[src/rtl/command_parse_and_encapsulate_isc_mc.sv]
// command_parse_and_encapsulate_isc_mc: CNT_NUM saturating packet counters, self-clearing control reg and port-enable mask behind fixed addresses, with 1-cycle registered read responses (ISC_CLEAR_ON_READ_EN: counter reads also clear the counter)
module command_parse_and_encapsulate_isc_mc #(
  parameter int CNT_NUM = 8,
  parameter int CNT_WIDTH = 32
) (
  input  logic               i_clk,
  input  logic               i_rst_n,
  input  logic [18:0]        iv_addr,
  input  logic               i_addr_fixed,
  input  logic [31:0]        iv_wdata,
  input  logic               i_wr_irx,
  input  logic               i_rd_irx,
  input  logic [CNT_NUM-1:0] iv_pkt_pulse,
  output logic               o_wr_irx,
  output logic [18:0]        ov_addr_irx,
  output logic               o_addr_fixed_irx,
  output logic [31:0]        ov_rdata_irx,
  output logic [CNT_NUM-1:0] ov_port_en
);
  localparam logic [18:0] CTL_ADDR = 19'(CNT_NUM);
  localparam logic [18:0] MSK_ADDR = 19'(CNT_NUM + 1);
  logic [CNT_WIDTH-1:0] cnt [CNT_NUM];
  logic [CNT_NUM-1:0] inc;
  logic [31:0] rdata;
  logic wr, rd, clr, resp, unused_wdata;
  assign wr = i_wr_irx && i_addr_fixed;
  assign rd = i_rd_irx && !i_wr_irx && i_addr_fixed && iv_addr <= MSK_ADDR;
  assign clr = wr && iv_addr == CTL_ADDR && iv_wdata[0];
  assign inc = iv_pkt_pulse & ov_port_en;
  assign resp = i_rst_n && rd;
  assign unused_wdata = &{1'b0, iv_wdata};
  always_comb begin
    rdata = iv_addr == MSK_ADDR ? 32'(ov_port_en) : '0;
    for (int n = 0; n < CNT_NUM; n++)
      if (iv_addr == 19'(n)) rdata = 32'(cnt[n]);
  end
  always_ff @(posedge i_clk)
    for (int n = 0; n < CNT_NUM; n++)
      if (!i_rst_n || clr) cnt[n] <= '0;
`ifdef ISC_CLEAR_ON_READ_EN
      else if (rd && iv_addr == 19'(n)) cnt[n] <= CNT_WIDTH'(inc[n]);
`endif
      else if (inc[n] && !(&cnt[n])) cnt[n] <= cnt[n] + CNT_WIDTH'(1);
  always_ff @(posedge i_clk)
    if (!i_rst_n) ov_port_en <= '1;
    else if (wr && iv_addr == MSK_ADDR) ov_port_en <= iv_wdata[CNT_NUM-1:0];
  always_ff @(posedge i_clk) begin
    o_wr_irx <= resp;
    o_addr_fixed_irx <= resp;
    ov_addr_irx <= resp ? iv_addr : '0;
    ov_rdata_irx <= resp ? rdata : '0;
  end
endmodule
[config.mk]
export PLATFORM = sky130hd
export DESIGN_NAME = command_parse_and_encapsulate_isc_mc
export DESIGN_NICKNAME = d
export VERILOG_FILES = /design/src/rtl/command_parse_and_encapsulate_isc_mc.sv
export SDC_FILE = /design/constraint.sdc
export NUM_CORES = 1
export LEC_CHECK = 0
export CAP_MARGIN = 20
export CORE_MARGIN = 1
export CORE_UTILIZATION = 56
export CTS_BUF_LIST = sky130_fd_sc_hd__clkbuf_8
export CTS_CLUSTER_SIZE = 12
export DETAILED_ROUTE_END_ITERATION = 10
export PLACE_DENSITY = 0.79
export SYNTH_ARGS = -nofsm -noshare
export SYNTH_HDL_FRONTEND = slang
export SYNTH_SLANG_ARGS = --single-unit
[constraint.sdc]
create_clock -name i_clk -period 3.75 [get_ports i_clk]
set_input_delay 0.5625 -clock i_clk [delete_from_list [all_inputs] [get_ports i_clk]]
set_output_delay 0.5625 -clock i_clk [all_outputs]
set_load 0.05 [all_outputs]
==> results.cfg, run 1 <==
[sta]
rsz0062_at_grt = false
setup_tns_ns = 0
max_clock_freq_mhz = 365
final_hold_viol_count = 0
skew_ns = 0.0219
relSlewSlack = 0.272
slew_viol_final = 0
setup_viol = 0
period_needed_ns = 2.74
tightest_slew_ns = 1.08
fin_crit_sh = 0.731
whs_ns = 0.408

[drt]
antenna_left = 0
drtIter0Drc = 1798
routed_wl_um = 49300
wl_per_cell_um = 21.7
route.vias.total = 14200
remaining_drc_errors = 0
routed_via_density = 6.24
first_pass_iters = 8

[worst_setup_path]
worst_setup_path_start_kind = input port
setup.worst_path.class = input port to register
worst_ep_required_time_ns = 4.19
cp_data_arrival_time_ns = 3.18
crit_fanout = 17
worst_setup_path_end_kind = register

[clock_network]
cts_sinks = 316
clk_latency_ns = 0.60
cts_tree = done
cts_root_buffer = clkbuf_8
cts_hold_buffers = 0
htree_levels = 2
cts_buffers = 54
cts-resized-gates = 0
clk_pin_slew_ns = 0.06
ctsLongestPathBuffers = 3
post-cts-setup-buffer-count = 0

[global_routing]
grt_max_degree = 50
grt_pass1_wl_um = 76000
grt_use_total = 0.301
grt_overflow = 0
antenna_found_initial = 2
grt_pass1_vias = 13500

[power]
leakage_nw = 7.49
vdd_drop_max_v = 0.000281
powerDensity_nw_per_um2 = 399

[logic_synthesis]
ys_async_sr_fraction = 0
synthSimpleGateAreaFrac = 0.228
ys.flop_type = edfxtp_1
syn_avg_cell_area_um2 = 10.7
synth_top_area_cell = edfxtp_1
synthAdderAreaFrac = 0.00559
synth_top_family_by_area = simple AND/OR/NAND/NOR gates
synth_xor_area_frac = 0.116
yosys.cell_count.top_type = nor2_1
ys_seq_area_frac = 0.496
synth-edff-count = 256
yosys.area.top_type_share = 0.429
synth_area_um2 = 17900
synth_warnings = 0
synth_mux_area_frac = 0.0565
ys_ff_latch = 316
synth_compound_area_frac = 0.0669
ys_top_cells_by_area = edfxtp_1 (43%), xor2_1 (9.2%), nor2_1 (7.2%)
synth_cells = 1675
ys_types = 60
yosys-top-cells-count = nor2_1 (342), edfxtp_1 (256), xor2_1 (189)

[run]
cap_violations = 0

[floorplan]
core_area_um2 = 31500
fp.dieH_um = 181
io_pins = 125
die_w_um = 181
die-area_um2 = 32700
rows = 65
start_util = 0.569

[layout]
fill_cells = 2394
multi_input_area_um2 = 8540
area_delta_synth_final_pct = 15.3
drive_gt1_frac = 0.127
regArea_um2 = 8890
fin_nets = 1890

[run_status]
status = finished, final reports clean

[placed_design]
portBuffers = 100
post-dp-hpwl_um = 35600
routabilityCongestion = 0.952

[min_path]
hold_class = input port to register
[cell type report]
type                            instances  share of cell area
Tap cell                              402              0.0244
Inverter                               20             0.00364
Clock buffer                           65              0.0433
Sequential cell                       316               0.430
Multi-Input combinational cell       1270               0.414
Clock inverter                         36              0.0117
Antenna cell                            2            0.000242
Timing Repair Buffer                  156              0.0727
[worst max-delay path, stage by stage]
cell and delay, ns:
clkdlybuf4s50_1 0.61, nor4_2 0.09, nand3_1 0.26, o31a_1 0.67, o211ai_2 0.54, buf_12 0.31
nor2_1 0.13
[cell families after synthesis]
logic type,count (synthesis)
other,1
and+or+nand+nor,808
muxes,71
buffers and inverters,103
adders and majority gates,8
DFF,316
AOI/OAI and AO/OA,130
xor gates and xnor gates,238
[final timing paths]
check                                                start                          to  slack (ns)  cells past startpoint
worst min register to register  ov_port_en[0]$_SDFFE_PN1P_  ov_port_en[0]$_SDFFE_PN1P_        0.55                      2
worst max register to register    cnt[0][17]$_SDFFCE_PN0P_    cnt[0][10]$_SDFFCE_PN0P_        1.19                      6
worst max-delay path                           iv_addr[18]    cnt[0][10]$_SDFFCE_PN0P_        1.01                      7
worst min-delay path                            iv_addr[1]   ov_addr_irx[1]$_SDFF_PN0_        0.41                      3
[sequential cells by signal, indices dropped and copies added (netlist names)]
register          flops
ov_rdata_irx         32
cnt                 256
ov_port_en            8
ov_addr_irx          19
o_addr_fixed_irx      1
[placed cells by master (no fill, tap or decap), types with 4 or more instances in the layout]
cell | Yosys | layout
and4_1 | 33 | 33
o32a_1 | 7 | 7
nand3_1 | 107 | 107
edfxtp_1 | 256 | 256
and3_1 | 55 | 55
clkdlybuf4s50_1 | 0 | 98
buf_12 | 1 | 7
nor3_2 | 6 | 6
o21ai_0 | 9 | 7
nand4_2 | 4 | 4
xnor2_1 | 49 | 49
a22oi_2 | 4 | 4
a2111oi_2 | 29 | 29
and2_1 | 16 | 16
ha_1 | 8 | 8
nand4_1 | 94 | 94
inv_1 | 19 | 33
conb_1 | 1 | 15
o22a_1 | 7 | 7
mux4_2 | 24 | 24
xor2_1 | 189 | 189
dfxtp_1 | 60 | 60
buf_4 | 12 | 50
a21oi_1 | 11 | 11
clkinv_2 | 0 | 15
mux2i_1 | 46 | 46
o22ai_1 | 25 | 25
nor3_1 | 11 | 11
clkbuf_8 | 0 | 65
nand2_1 | 108 | 108
nor2_1 | 342 | 342
nor4_4 | 6 | 6
a22oi_1 | 20 | 20
nor4_2 | 4 | 5
[per-layer routing]
layer  vias to the layer above  wire [um]  GRT usage
met3                       148       4290     0.0534
li1                       6428          -          -
met2                       755      23400      0.496
met1                      6817      19300      0.391
met5                         -         54          0
met4                         2       2210      0.129
[metrics by stage]
step	cells	util	cell area [um^2]	power [mW]	setup WS, ns
after global placement	2164	0.620	19500	5.00	0.505
after CTS	2265	0.656	20600	8.25	1.03
after floorplan	1689	-	18000	4.71	0.652
final	2267	0.656	20600	8.24	1.01
after detailed placement	2164	0.620	19500	5.02	0.456
after global routing	2265	0.656	20600	8.50	0.927
[where the power goes]
| part | switching (mW) | total [mW] | internal (mW) | leakage (nW) |
|---|---|---|---|---|
| logic | 0.418 | 0.710 | 0.292 | 3.51 |
| clock network | 1.48 | 3.26 | 1.79 | 0.650 |
| registers | 0.266 | 4.27 | 4.00 | 3.33 |
Power figures use the tool's default switching activity.
==> run 2, diff against run 1 <==
--- a/config.mk
+++ b/config.mk
@@ -7,11 +7,11 @@
 export LEC_CHECK = 0
 export CAP_MARGIN = 20
 export CORE_MARGIN = 1
-export CORE_UTILIZATION = 56
+export CORE_UTILIZATION = 62
 export CTS_BUF_LIST = sky130_fd_sc_hd__clkbuf_8
 export CTS_CLUSTER_SIZE = 12
 export DETAILED_ROUTE_END_ITERATION = 10
-export PLACE_DENSITY = 0.79
+export PLACE_DENSITY = 0.83
 export SYNTH_ARGS = -nofsm -noshare
 export SYNTH_HDL_FRONTEND = slang
 export SYNTH_SLANG_ARGS = --single-unit
==> constraint.sdc (replaced) <==
create_clock -name i_clk -period 2.65 [get_ports i_clk]
set_input_delay 0.3975 -clock i_clk [delete_from_list [all_inputs] [get_ports i_clk]]
set_output_delay 0.3975 -clock i_clk [all_outputs]
set_load 0.05 [all_outputs]
==> run 2 against run 1 <==
  * Count of clock-buffer cells in the layout down 2
  * Setup slack got worse by 0.76 ns
  * Wire length up 0.85%
  * Global-route usage grew 4.4 points
  * Sequential power is 42% higher
  * Critical path type is now register to output pin
  * Sequential share of layout area shrank 1.0 points
  * Register-to-register slack got worse by 0.82 ns
  * Cell area is 2.4% higher
  * Largest cell class unchanged
  * Via count grew 2.7%
  * Critical path depth shrank 6
  * First-iteration DRC count decreased by 1.8%
  * Sequential cell count did not move
==> results.cfg, run 2 (synthesis gave the netlist of run 1 again) <==
[drt]
routed_via_density = 6.39
antenna_left = 0
drtIter0Drc = 1766
routed_wl_um = 49700
remaining_drc_errors = 0
met1Wirelength_um = 18300
route.vias.total = 14500
wl_met3_um = 4710
first_pass_iters = 7
route.met2.wl_um = 23600
highest_layer = met4
wl_per_cell_um = 21.9

[sta]
max_clock_freq_mhz = 416
final_hold_viol_count = 0
period_needed_ns = 2.40
setup_tns_ns = 0
rsz0062_at_grt = false
tightest_slew_ns = 0.786
skew_ns = 0.0318
fin_crit_sh = 0.906
slew_viol_final = 0
whs_ns = 0.383
relSlewSlack = 0.472
setup_viol = 0

[worst_setup_path]
cp_slowest_stage_delay_ns = 0.88
critical-path-slowest-cell = clkdlybuf4s50_1
worst_ep_required_time_ns = 2.25
worst_setup_path_start_kind = register
cp_num_buf_inv = 1
path_cells = clkdlybuf4s50_1
cp_top_family = buffers and inverters
setup.worst_path.class = register to output pin
cp_data_arrival_time_ns = 2.00
crit_fanout = 5
worst_setup_path_end_kind = output pin

[placed_design]
routabilityCongestion = 0.961
portBuffers = 100
post-dp-hpwl_um = 36300

[floorplan]
die_w_um = 172
die-area_um2 = 29600
fp.dieH_um = 172
rows = 61
io_pins = 125
start_util = 0.638
core_area_um2 = 28100

[layout]
antennaDiodeCount = 0
largest_register = cnt
fin_nets = 1922
fill_cells = 1928
final_common_cell = nor2_1
mostFrequentLayoutCells = nor2_1 (342), edfxtp_1 (256), xor2_1 (189)
drive_gt1_frac = 0.139
largest_reg_flops = 256
area_delta_synth_final_pct = 18.1
largestRegisters = cnt: 256 flops, ov_rdata_irx: 32 flops, ov_addr_irx: 19 flops

[run_status]
status = finished, final reports clean

[global_routing]
grt_overflow = 0
grt_pass1_vias = 13900
antenna_found_initial = 0
grt_pass1_wl_um = 77100
grt_max_degree = 57
grt_use_total = 0.345

[min_path]
hold_class = input port to register

[power]
vdd_drop_max_v = 0.000589
leakage_nw = 7.76
powerDensity_nw_per_um2 = 565

[clock_network]
cts_root_buffer = clkbuf_8
cts-resized-gates = 0
cts_sinks = 316
clk_pin_slew_ns = 0.06
htree_levels = 2
clk_latency_ns = 0.62
ctsLongestPathBuffers = 3
cts_hold_buffers = 0
cts_buffers = 53
cts_tree = done
post-cts-setup-buffer-count = 0

[run]
cap_violations = 0
## run 2: per-stage QoR
step / total power [mW] / worst slack, ns / instance area, um^2 / instances / utilization
2_1_floorplan: 6.66 / 0.141 / 18000 / 1689 / -
3_3_place_gp: 7.12 / 0.000479 / 20000 / 2173 / 0.711
3_5_place_dp: 7.16 / 0.0115 / 20000 / 2173 / 0.711
4_1_cts: 11.9 / 0.212 / 21100 / 2273 / 0.753
5_1_grt: 12.3 / 0.134 / 21100 / 2273 / 0.753
6_report: 11.9 / 0.249 / 21100 / 2273 / 0.753
## run 2: final timing paths
path	slack [ns]	startpoint	cells after the start	to
worst max register to register	0.37	cnt[1][98]$_SDFFCE_PN0P_	6	cnt[1][109]$_SDFFCE_PN0P_
worst min register to register	0.54	ov_port_en[0]$_SDFFE_PN1P_	2	ov_port_en[0]$_SDFFE_PN1P_
worst min-delay path	0.38	iv_wdata[6]	3	ov_port_en[6]$_SDFFE_PN1P_
worst max-delay path	0.25	ov_port_en[2]$_SDFFE_PN1P_	1	ov_port_en[2]
## run 2: report_power, final
part / total, mW / switching [mW] / internal (mW)
sequential: 6.05 / 0.386 / 5.67
combinational: 1.05 / 0.604 / 0.451
clock: 4.83 / 2.09 / 2.75
## run 2: metal layers
layer	up-vias	GRT usage
met4	0	0.199
met2	885	0.568
met5	-	0
li1	6502	-
met3	192	0.0632
met1	6954	0.428
## run 2: cell type report
| type | instances | area (um^2) | area share |
|---|---|---|---|
| clock inverter | 37 | 312 | 0.0147 |
| inverter | 20 | 75.1 | 0.00355 |
| sequential | 316 | 8890 | 0.420 |
| tap | 378 | 473 | 0.0224 |
| clock buffer | 63 | 867 | 0.0410 |
| timing repair buffer | 189 | 1990 | 0.0940 |
| multi-input combinational | 1270 | 8540 | 0.404 |
==> run 3, diff against run 2 <==
--- a/config.mk
+++ b/config.mk
@@ -8,7 +8,7 @@
 export CAP_MARGIN = 20
 export CORE_MARGIN = 1
 export CORE_UTILIZATION = 62
-export CTS_BUF_LIST = sky130_fd_sc_hd__clkbuf_8
+export CTS_BUF_LIST = sky130_fd_sc_hd__clkbuf_4
 export CTS_CLUSTER_SIZE = 12
 export DETAILED_ROUTE_END_ITERATION = 10
 export PLACE_DENSITY = 0.83
==> run 3 against run 2 <==
  * Utilization decreased by 0.15 points
  * Setup slack got worse by 0.14 ns
  * Non-clock buffer count did not move
  * Cell area decreased by 0.20%
  * First-iteration DRC count fell by 4.9%
  * Critical endpoint is now ov_port_en[7]
==> results.cfg, run 3 (synthesis gave the netlist of run 1 again) <==
[worst_setup_path]
cp_data_arrival_time_ns = 2.15
critical-path-slowest-cell = clkdlybuf4s50_1
cp_top_family = buffers and inverters
crit_fanout = 5
path_cells = clkdlybuf4s50_1
worst_setup_path_start_kind = register
setup.worst_path.class = register to output pin
reg2reg_slack_ns = 0.34
worst_setup_path_end_kind = output pin
cp_slowest_stage_delay_ns = 0.87
worst_ep_required_time_ns = 2.25
cp_num_buf_inv = 1

[global_routing]
grt_pass1_wl_um = 77400
grt_max_degree = 57
grt_use_total = 0.348
grt_overflow = 0
antenna_found_initial = 1
grt_pass1_vias = 14200

[floorplan]
core_area_um2 = 28100
fp.dieH_um = 172
start_util = 0.638
die-area_um2 = 29600
die_w_um = 172
rows = 61
io_pins = 125

[drt]
route.vias.total = 14700
routed_via_density = 6.30
antenna_left = 0
wl_per_cell_um = 21.3
first_pass_iters = 6
routed_wl_um = 49700
remaining_drc_errors = 0
drtIter0Drc = 1679

[clock_network]
post-cts-setup-buffer-count = 0
clk_pin_slew_ns = 0.07
htree_levels = 3
cts_sinks = 316
cts_buffers = 85
ctsLongestPathBuffers = 3
cts_hold_buffers = 0
cts_tree = done
clk_latency_ns = 0.77
cts_root_buffer = clkbuf_4
cts-resized-gates = 0

[sta]
setup_tns_ns = 0
setup_viol = 0
skew_ns = 0.0539
final_hold_viol_count = 0
tightest_slew_ns = 0.752
fin_crit_sh = 0.960
rsz0062_at_grt = false
slew_viol_final = 0
period_needed_ns = 2.54
worst_slack_ns = 0.106
whs_ns = 0.239
relSlewSlack = 0.495
max_clock_freq_mhz = 393

[layout]
fin_cells = 2331
regArea_um2 = 8890
largest_reg_flops = 256
final_common_cell = nor2_1
multi_input_area_um2 = 8540
largest_register = cnt
drive_gt1_frac = 0.166
area_delta_synth_final_pct = 17.8
utilization = 0.751
fin_nets = 1954
mostFrequentLayoutCells = nor2_1 (342), edfxtp_1 (256), xor2_1 (189)
fill_cells = 1932
stdcell_area_um2 = 21100
largestRegisters = cnt: 256 flops, ov_rdata_irx: 32 flops, ov_addr_irx: 19 flops

[placed_design]
placedCellCount = 2173
placed_cell_area_um2 = 20000
pre_cts_slack_ns = 0.0115
portBuffers = 100
routabilityCongestion = 0.961
post-dp-hpwl_um = 36300

[run]
cap_violations = 0

[run_status]
status = finished, final reports clean

[power]
leakage_nw = 7.78
fin_total_pwr_mw = 11.7
vdd_drop_max_v = 0.000353
powerDensity_nw_per_um2 = 553

[min_path]
hold_class = input port to register
[run 3: cell count changes in the layout (fill, tap and decap cells not counted), moves of 4 or more]
cell and delta:
clkinv_1 +12, clkbuf_4 +129, clkbuf_8 -63, inv_1 -16, bufinv_16 -4
[run 3: worst min-delay path: cells and delay by family]
family,cells,cell delay [ns]
multiplexers,1,0.06
AND/OR/NAND/NOR,1,0.06
buffers and inverters,1,0.45
[run 3: path summary, 6_finish.rpt]
| check | from | endpoint | cells past startpoint |
|---|---|---|---|
| min | iv_wdata[6] | ov_port_en[6]$_SDFFE_PN1P_ | 3 |
| max reg2reg | cnt[1][98]$_SDFFCE_PN0P_ | cnt[1][109]$_SDFFCE_PN0P_ | 6 |
| max | ov_port_en[7]$_SDFFE_PN1P_ | ov_port_en[7] | 1 |
| min reg2reg | ov_port_en[0]$_SDFFE_PN1P_ | ov_port_en[0]$_SDFFE_PN1P_ | 2 |
[run 3: cell type report]
| class | count | share of cell area |
|---|---|---|
| Tap cell | 378 | 0.0224 |
| Clock buffer | 129 | 0.0459 |
| Inverter | 20 | 0.00356 |
| Multi-Input combinational cell | 1270 | 0.405 |
| Sequential cell | 316 | 0.421 |
| Clock inverter | 28 | 0.00783 |
| Antenna cell | 1 | 0.000119 |
| Timing Repair Buffer | 189 | 0.0942 |
[run 3: layer usage]
layer / up-vias / global-route usage / wire (um) / share of wire
met3: 176 / 0.0748 / 4720 / 0.095
met2: 870 / 0.575 / 23900 / 0.48
met5: - / 0 / 0 / 0
li1: 6617 / - / - / -
met1: 7032 / 0.423 / 18300 / 0.37
met4: 0 / 0.197 / 2820 / 0.057
[run 3: power by group]
group / total (mW) / leakage, nW / internal (mW) / switching [mW]
sequential: 6.05 / 3.33 / 5.66 / 0.385
combinational: 1.05 / 3.77 / 0.451 / 0.603
clock: 4.56 / 0.685 / 2.43 / 2.14
total: 11.7 / 7.78 / 8.54 / 3.13
